==> src/rtl/seg_disp_pkg.sv <==
// Shared types and constants for the scrolling seven-segment display.
package seg_disp_pkg;

  typedef logic [4:0] glyph_t;

  localparam glyph_t GLYPH_BLANK = 5'h10;
  localparam glyph_t GLYPH_DASH  = 5'h11;

  typedef enum logic [1:0] {
    MODE_STATIC = 2'b00,
    MODE_LEFT   = 2'b01,
    MODE_RIGHT  = 2'b10,
    MODE_HOLD   = 2'b11
  } mode_e;

  // All segments dark (active-low, a..g).
  localparam logic [0:6] SEG_OFF = 7'b1111111;

  // Active-low one-hot anode pattern for a digit position.
  function automatic logic [7:0] anode_onehot_low(input logic [2:0] dig);
    return ~(8'b0000_0001 << dig);
  endfunction

endpackage

==> src/rtl/seg_glyph_decode.sv <==
// Combinational glyph-code to active-low a..g segment table.
module seg_glyph_decode
  import seg_disp_pkg::*;
(
  input  glyph_t     i_glyph,
  output logic [0:6] o_seg
);

  // Look up the segment pattern; unknown codes render blank.
  always_comb begin
    o_seg = SEG_OFF;
    case (i_glyph)
      5'h00:      o_seg = 7'b0000001;
      5'h01:      o_seg = 7'b1001111;
      5'h02:      o_seg = 7'b0010010;
      5'h03:      o_seg = 7'b0000110;
      5'h04:      o_seg = 7'b1001100;
      5'h05:      o_seg = 7'b0100100;
      5'h06:      o_seg = 7'b0100000;
      5'h07:      o_seg = 7'b0001111;
      5'h08:      o_seg = 7'b0000000;
      5'h09:      o_seg = 7'b0000100;
      5'h0A:      o_seg = 7'b0001000;
      5'h0B:      o_seg = 7'b1100000;
      5'h0C:      o_seg = 7'b0110001;
      5'h0D:      o_seg = 7'b1000010;
      5'h0E:      o_seg = 7'b0110000;
      5'h0F:      o_seg = 7'b0111000;
      GLYPH_DASH: o_seg = 7'b1111110;
      default:    o_seg = SEG_OFF;
    endcase
  end

endmodule

==> src/rtl/scroll_display_ctrl.sv <==
// Multiplexed seven-segment driver with a scrollable message buffer.
// The scan walks the active digits from the leftmost one to the rightmost.
module scroll_display_ctrl
  import seg_disp_pkg::*;
#(
  parameter int NUM_DIGITS    = 8,
  parameter int ACTIVE_DIGITS = 4,
  parameter int MSG_LEN       = 4,
  parameter int REFRESH_DIV   = 1000,
  parameter int SCROLL_DIV    = 800000
) (
  input  logic       CLK100MHZ,
  input  logic       CPU_RESETN,
  input  logic       wr_en,
  input  logic [3:0] wr_addr,
  input  logic [4:0] wr_char,
  input  logic [1:0] mode,
  input  logic       pause,
  output logic [7:0] AN,
  output logic [0:6] HEX0,
  output logic [3:0] offset,
  output logic       scroll_wrap
);

  localparam int RW  = $clog2(REFRESH_DIV);
  localparam int SW  = $clog2(SCROLL_DIV);
  localparam int MW  = $clog2(MSG_LEN);
  localparam int LIT = (ACTIVE_DIGITS < NUM_DIGITS) ? ACTIVE_DIGITS : NUM_DIGITS;

  localparam logic [RW-1:0] REF_LAST   = RW'(REFRESH_DIV - 1);
  localparam logic [SW-1:0] SCR_LAST   = SW'(SCROLL_DIV - 1);
  localparam logic [3:0]    OFF_LAST   = 4'(MSG_LEN - 1);
  localparam logic [2:0]    SCAN_LAST  = 3'(ACTIVE_DIGITS - 1);
  localparam logic [4:0]    MSG_LEN_W  = 5'(MSG_LEN);
  localparam logic [7:0]    DIGIT_MASK = 8'((1 << LIT) - 1);

  logic [RW-1:0] r_ref_cnt;
  logic [SW-1:0] r_scr_cnt;
  logic [2:0]    r_scan;
  logic [3:0]    r_offset;
  logic          r_wrap;
  logic [7:0]    r_an;
  logic [0:6]    r_hex;
  glyph_t        r_msg [MSG_LEN];

  logic          w_ref_tick;
  logic          w_scr_tick;
  logic [2:0]    w_dig;
  logic [4:0]    w_sum;
  logic [MW-1:0] w_msg_idx;
  glyph_t        w_glyph;
  logic [0:6]    w_seg;
  logic [7:0]    w_an_next;

  assign w_ref_tick = (r_ref_cnt == REF_LAST);
  assign w_scr_tick = (r_scr_cnt == SCR_LAST);

  // Scan position s drives digit ACTIVE_DIGITS-1-s, so its character
  // index (offset + ACTIVE_DIGITS-1-digit) reduces to offset + s.
  assign w_dig     = SCAN_LAST - r_scan;
  assign w_sum     = {1'b0, r_offset} + {2'b00, r_scan};
  assign w_msg_idx = MW'(w_sum % MSG_LEN_W);
  assign w_glyph   = r_msg[w_msg_idx];
  assign w_an_next = anode_onehot_low(w_dig) | ~DIGIT_MASK;

  seg_glyph_decode u_glyph_decode (
    .i_glyph (w_glyph),
    .o_seg   (w_seg)
  );

  // Refresh divider: free-running count producing a one-cycle tick.
  always_ff @(posedge CLK100MHZ or negedge CPU_RESETN) begin
    if (!CPU_RESETN) begin
      r_ref_cnt <= {RW{1'b0}};
    end else if (w_ref_tick) begin
      r_ref_cnt <= {RW{1'b0}};
    end else begin
      r_ref_cnt <= r_ref_cnt + RW'(1);
    end
  end

  // Scroll divider: keeps counting regardless of mode or pause.
  always_ff @(posedge CLK100MHZ or negedge CPU_RESETN) begin
    if (!CPU_RESETN) begin
      r_scr_cnt <= {SW{1'b0}};
    end else if (w_scr_tick) begin
      r_scr_cnt <= {SW{1'b0}};
    end else begin
      r_scr_cnt <= r_scr_cnt + SW'(1);
    end
  end

  // On each refresh tick latch the anode/segment pair and advance the scan.
  always_ff @(posedge CLK100MHZ or negedge CPU_RESETN) begin
    if (!CPU_RESETN) begin
      r_scan <= 3'd0;
      r_an   <= 8'hFF;
      r_hex  <= SEG_OFF;
    end else if (w_ref_tick) begin
      r_an   <= w_an_next;
      r_hex  <= w_seg;
      r_scan <= (r_scan == SCAN_LAST) ? 3'd0 : r_scan + 3'd1;
    end else begin
      r_scan <= r_scan;
    end
  end

  // Step the offset on scroll ticks and flag wrap-around for one cycle.
  always_ff @(posedge CLK100MHZ or negedge CPU_RESETN) begin
    if (!CPU_RESETN) begin
      r_offset <= 4'd0;
      r_wrap   <= 1'b0;
    end else if (w_scr_tick && !pause) begin
      case (mode_e'(mode))
        MODE_LEFT: begin
          if (r_offset == OFF_LAST) begin
            r_offset <= 4'd0;
            r_wrap   <= 1'b1;
          end else begin
            r_offset <= r_offset + 4'd1;
            r_wrap   <= 1'b0;
          end
        end
        MODE_RIGHT: begin
          if (r_offset == 4'd0) begin
            r_offset <= OFF_LAST;
            r_wrap   <= 1'b1;
          end else begin
            r_offset <= r_offset - 4'd1;
            r_wrap   <= 1'b0;
          end
        end
        default: begin
          r_wrap <= 1'b0;
        end
      endcase
    end else begin
      r_wrap <= 1'b0;
    end
  end

  // Message buffer: writes beyond the buffer depth are dropped.
  always_ff @(posedge CLK100MHZ or negedge CPU_RESETN) begin
    if (!CPU_RESETN) begin
      for (int i = 0; i < MSG_LEN; i++) begin
        r_msg[i] <= GLYPH_BLANK;
      end
    end else if (wr_en && ({1'b0, wr_addr} < MSG_LEN_W)) begin
      r_msg[wr_addr[MW-1:0]] <= wr_char;
    end else begin
      r_msg <= r_msg;
    end
  end

  assign AN          = r_an;
  assign HEX0        = r_hex;
  assign offset      = r_offset;
  assign scroll_wrap = r_wrap;

endmodule

==> config.mk <==
export PLATFORM = sky130hd
export DESIGN_NAME = scroll_display_ctrl
export DESIGN_NICKNAME = d
export VERILOG_FILES = /design/src/rtl/seg_disp_pkg.sv /design/src/rtl/seg_glyph_decode.sv /design/src/rtl/scroll_display_ctrl.sv
export SDC_FILE = /design/constraint.sdc
export NUM_CORES = 1
export LEC_CHECK = 0
export ABC_AREA = 1
export CORE_MARGIN = 2
export CORE_UTILIZATION = 55
export DETAILED_ROUTE_END_ITERATION = 7
export GPL_TIMING_DRIVEN = 0
export PLACE_DENSITY = 0.74
export SLEW_MARGIN = 15
export SYNTH_ARGS = -nofsm -noshare
export SYNTH_HDL_FRONTEND = slang
export SYNTH_SLANG_ARGS = --single-unit
==> constraint.sdc <==
create_clock -name CLK100MHZ -period 4.5 [get_ports CLK100MHZ]
set_input_delay 0.675 -clock CLK100MHZ [delete_from_list [all_inputs] [get_ports CLK100MHZ]]
set_output_delay 0.675 -clock CLK100MHZ [all_outputs]
set_load 0.05 [all_outputs]
==> metrics.log <==
[metrics] ordered list of cells on the worst path: clkdlybuf4s50_1
[metrics] FF+latch count, synth: 69
[metrics] Gate Count Post-Synth: 494
[metrics] initial standard-cell utilization of the core: 56.1%
[metrics] Routed WL per cell: 11.7 microns
[metrics] first-pass iteration count of the detailed router: 4
[metrics] area of the mapped netlist: 0.00402 sq mm
[metrics] number of levels the H-tree was split into: 3
[metrics] outcome: completed
[metrics] xor/xnor cell area share of the yosys netlist: under 10%
[metrics] fraction of the mapped netlist area in compound gates: slightly below 9%
[metrics] Worst Hold Margin: 0.177 ns
[metrics] maximum achievable frequency: between 400 and 500 MHz
[metrics] count of vias placed by the detailed router: about 3.2k
[metrics] count of final hold-check violations: 0
[metrics] worst-skew pair later-pin latency: approximately 0.36 ns
[metrics] leakage power: 0.00231 uW
[metrics] Worst Tran Pin Value: about 0.7 ns
[metrics] post-cts repair resize count: 0
[metrics] sequential area share after synthesis: between 40% and 50%
[metrics] largest family of logic cells by synthesized area: simple AND/OR/NAND/NOR gates
[metrics] post-detailed-route count of antenna-violating nets: 0
[metrics] number of max-cap violations: 0
[metrics] leading register cell type out of synthesis: sky130_fd_sc_hd__dfrtp_1
[metrics] antenna violations before repair: 0
[metrics] RSZ-0062 raised after global routing: false
[metrics] CP endpoint kind: output pin
[metrics] share of cells above drive strength 1: 14.5%
[metrics] multiplexer share of the synthesized area: 0%
[metrics] IO Count: 35
[metrics] Max Clock Skew: between 0.01 and 0.015 ns
[metrics] area taken by flip-flops and latches: ~0.0017 sq mm
[metrics] drt via density: roughly 5
[metrics] Final Cycle Share: 53.7%
[metrics] synthesized-area fraction occupied by adder cells: about 5.6%
[metrics] clock tree from TritonCTS: done
[metrics] R2R setup slack: 2.10 ns
[metrics] Post-synth EDFFs: 0
[metrics] cell count after placement: 627
[metrics] simple-gate share of the synthesized area: 29.5%
[metrics] post-CTS setup buffer count: 0
[metrics] largest fanout on the critical path: 7
[metrics] number of nets in the final layout: between 500 and 600
[metrics] total die area: approximately 0.0080 sq mm
[metrics] CP peak stage delay: ~0.86 ns
[metrics] Max-slew headroom: 52.3%
[metrics] antenna cells: 0
[metrics] count of warnings emitted by yosys: 0
[metrics] post-layout util: approximately 65%
[metrics] overflow left after global routing: 0
[metrics] final standard cell count with taps included and fillers excluded: about 640
[metrics] number of buffers and inverters on the critical path: 1
[metrics] type of the setup path with the least slack: flop to output pin
[metrics] Hold Path Class: input pin to async pin
[metrics] Clk Tree Root Cell: sky130_fd_sc_hd__clkbuf_8
[metrics] final critical path time including I/O delays and setup: ~2.4 ns
[metrics] width of the chip: approximately 90 microns
[metrics] CTS sink count: between 60 and 70
[metrics] first-pass GRT wire length: approximately 13 mm
[metrics] Slew Limit Fails: 0
[metrics] Max stage delay cell, worst path: sky130_fd_sc_hd__clkdlybuf4s50_1
[metrics] area of the multi-input gates: roughly 0.0019 sq mm
[metrics] buffer levels on the longest clock path: 2
[metrics] CTS Buf Count: 9
[metrics] Core Rows: 31
[metrics] cell family with most CP delay: buffers and inverters
[metrics] CP Data Required Time: 3.83 ns
[metrics] Setup-failing EPs final: 0
[metrics] CP startpoint kind: flop
[metrics] Routed WL: between 7 and 8 mm
[metrics] PwrDens: about 290 mW/mm^2
[metrics] DR DRC count: 0
[metrics] number of buffers added on ports: 30
[metrics] synthesized area per cell: approximately 8.1 sq um
[metrics] Final GP Congestion: roughly 0.86
[metrics] Final Total Pwr: around 1300 uW
[metrics] number of global-route vias before repair: 2977
[metrics] share of flip-flops with an asynchronous set or reset after synthesis: 100%
[metrics] Core Region: 0.00718 sq mm
[metrics] Worst EP arrival: roughly 1.7 ns
[metrics] number of hold buffers added after cts: 0
[metrics] starting DRC count in detailed routing: 124
[metrics] Detailed Place HPWL: 5.53 mm
[metrics] maximum number of pins on one net before global-route repair: a little over 50
[metrics] IR Drop Worst-Case VDD: roughly 0.16 mV
[metrics] global router's overall resource usage: between 20% and 30%
[metrics] die height: 89.5 microns
[metrics] clock-pin slew reported for the worst setup and hold paths after clock tree synthesis: around 0.09 ns
[metrics] final setup TNS: 0 ns
[metrics] total of fill cells in the finished design: 592
[metrics] synth-to-layout area growth: 15.7%
[metrics] Yosys cell types: 41
==> placed cells by master (no fill, tap or decap), types with 2 or more instances in the layout <==
cell                              Yosys  layout
sky130_fd_sc_hd__a21oi_1             13      13
sky130_fd_sc_hd__nand4_1              9       9
sky130_fd_sc_hd__nor2_1              48      48
sky130_fd_sc_hd__clkdlybuf4s50_1      0      29
sky130_fd_sc_hd__dfrtp_1             54      54
sky130_fd_sc_hd__inv_1               77      77
sky130_fd_sc_hd__a31oi_1              3       3
sky130_fd_sc_hd__xnor2_1              4       4
sky130_fd_sc_hd__nand3b_1             2       2
sky130_fd_sc_hd__buf_2                3       3
sky130_fd_sc_hd__nand2_8              3       3
sky130_fd_sc_hd__buf_4                4       5
sky130_fd_sc_hd__clkbuf_1             2       2
sky130_fd_sc_hd__nand3_2              6       6
sky130_fd_sc_hd__nor2_2               2       2
sky130_fd_sc_hd__nor3_1               9       9
sky130_fd_sc_hd__o21ai_0             43      43
sky130_fd_sc_hd__nand2_2              8       8
sky130_fd_sc_hd__nand4_2              2       2
sky130_fd_sc_hd__nand2_4              4       4
sky130_fd_sc_hd__nand2_1             94      94
sky130_fd_sc_hd__nor4_1               5       5
sky130_fd_sc_hd__xor2_1              13      13
sky130_fd_sc_hd__inv_6                0       2
sky130_fd_sc_hd__clkbuf_8             0       9
sky130_fd_sc_hd__dfstp_2             15      15
sky130_fd_sc_hd__nand3_1             32      32
sky130_fd_sc_hd__inv_2                5       5
sky130_fd_sc_hd__conb_1               1       4
sky130_fd_sc_hd__clkinv_2             0       3
sky130_fd_sc_hd__or2_2                2       2
sky130_fd_sc_hd__ha_1                18      18
==> routing by layer <==
metal | GRT usage (%) | vias to the layer above | routed length [microns]
met4 | 9.63 | 0 | 172
li1 | - | 1665 | -
met2 | 33.4 | 51 | 3610
met5 | 0 | - | 0
met3 | 4.43 | 15 | 261
met1 | 26.5 | 1471 | 3470
==> where the power goes <==
group          leakage, uW  total [uW]  internal, uW  switching, uW
logic              0.00136         204          75.8            128
registers         0.000861         681           662           18.9
clock network    0.0000898         458           201            256
total              0.00231        1340           939            403
==> path summary, 6_finish.rpt <==
path / from / end / cells past startpoint
min: CPU_RESETN / r_ref_cnt[3] / 1
min in group CLK100MHZ: r_msg[2] / r_msg[2] / 2
max: offset[1] / offset[1] / 1
max in group asynchronous: CPU_RESETN / r_msg[4] / 2
max reg2reg: offset[0] / HEX0[6] / 13
min reg2reg: r_msg[2] / r_msg[2] / 2
==> registers in the layout, summed over array words and instances, names as in the netlist <==
| name | cells |
|---|---|
| r_msg | 20 |
| r_scr_cnt | 20 |
| r_ref_cnt | 10 |
| HEX0 | 7 |
| AN | 4 |
| offset | 4 |
| r_scan | 3 |
| scroll_wrap | 1 |
==> through the flow <==
stage | setup slack [ns] | cell area (sq um)
floorplan | 2.21 | 4030
global placement | 0.508 | 4460
detailed placement | 2.10 | 4480
CTS | 2.07 | 4660
global route | 1.74 | 4660
finish | 2.08 | 4660
==> worst register-to-register path, stage by stage (launching register included) <==
cell and delay, ns:
sky130_fd_sc_hd__dfrtp_1 0.47, sky130_fd_sc_hd__ha_1 0.36, sky130_fd_sc_hd__clkbuf_1 0.30, sky130_fd_sc_hd__o21ai_0 0.18, sky130_fd_sc_hd__nand3_1 0.12, sky130_fd_sc_hd__nand2_2 0.09, sky130_fd_sc_hd__inv_1 0.15, sky130_fd_sc_hd__ha_1 0.20
sky130_fd_sc_hd__nand3_1 0.13, sky130_fd_sc_hd__nand2_2 0.08, sky130_fd_sc_hd__nand2_1 0.04, sky130_fd_sc_hd__nor2_1 0.10, sky130_fd_sc_hd__nor2_1 0.05, sky130_fd_sc_hd__nor2_1 0.08
==> cell usage after synthesis (2+ instances only) <==
master | count | area, sq um
sky130_fd_sc_hd__nand2_8 | 3 | 60.1
sky130_fd_sc_hd__a31oi_1 | 3 | 18.8
sky130_fd_sc_hd__nor3_1 | 9 | 45.0
sky130_fd_sc_hd__or2_2 | 2 | 12.5
sky130_fd_sc_hd__dfstp_2 | 15 | 394
sky130_fd_sc_hd__nand3_1 | 32 | 160
sky130_fd_sc_hd__inv_2 | 5 | 18.8
sky130_fd_sc_hd__nand2_1 | 94 | 353
sky130_fd_sc_hd__xor2_1 | 13 | 114
sky130_fd_sc_hd__buf_2 | 3 | 15.0
sky130_fd_sc_hd__nand4_2 | 2 | 25.0
sky130_fd_sc_hd__inv_1 | 77 | 289
sky130_fd_sc_hd__a21oi_1 | 13 | 65.1
sky130_fd_sc_hd__nand2_2 | 8 | 50.1
sky130_fd_sc_hd__nand4_1 | 9 | 56.3
sky130_fd_sc_hd__nand3_2 | 6 | 60.1
sky130_fd_sc_hd__nand3b_1 | 2 | 15.0
sky130_fd_sc_hd__nor4_1 | 5 | 31.3
sky130_fd_sc_hd__buf_4 | 4 | 30.0
sky130_fd_sc_hd__ha_1 | 18 | 225
sky130_fd_sc_hd__nand2_4 | 4 | 45.0
sky130_fd_sc_hd__dfrtp_1 | 54 | 1350
sky130_fd_sc_hd__nor2_1 | 48 | 180
sky130_fd_sc_hd__xnor2_1 | 4 | 35.0
sky130_fd_sc_hd__clkbuf_1 | 2 | 7.51
sky130_fd_sc_hd__o21ai_0 | 43 | 215
sky130_fd_sc_hd__nor2_2 | 2 | 12.5
==> cell type report <==
cell class	count	area share (%)
Clock buffer	9	2.66
Tap cell	99	2.66
Buffer	9	1.13
Timing Repair Buffer	31	6.99
Sequential cell	69	37.5
Clock inverter	7	1.05
Inverter	83	6.75
Multi-Input combinational cell	336	41.3
==> kinds of logic (layout without fill, tap and decap cells) <==
group                    after synthesis  after routing
adder cells (fa/ha/maj)               18             18
other                                  1              4
AO/OA/AOI/OAI                         65             65
flip-flops                            69             69
XOR/XNOR                              17             17
AND/OR/NAND/NOR                      232            232
buffers and inverters                 92            139
Note: power is estimated with default switching activity, not from simulation.
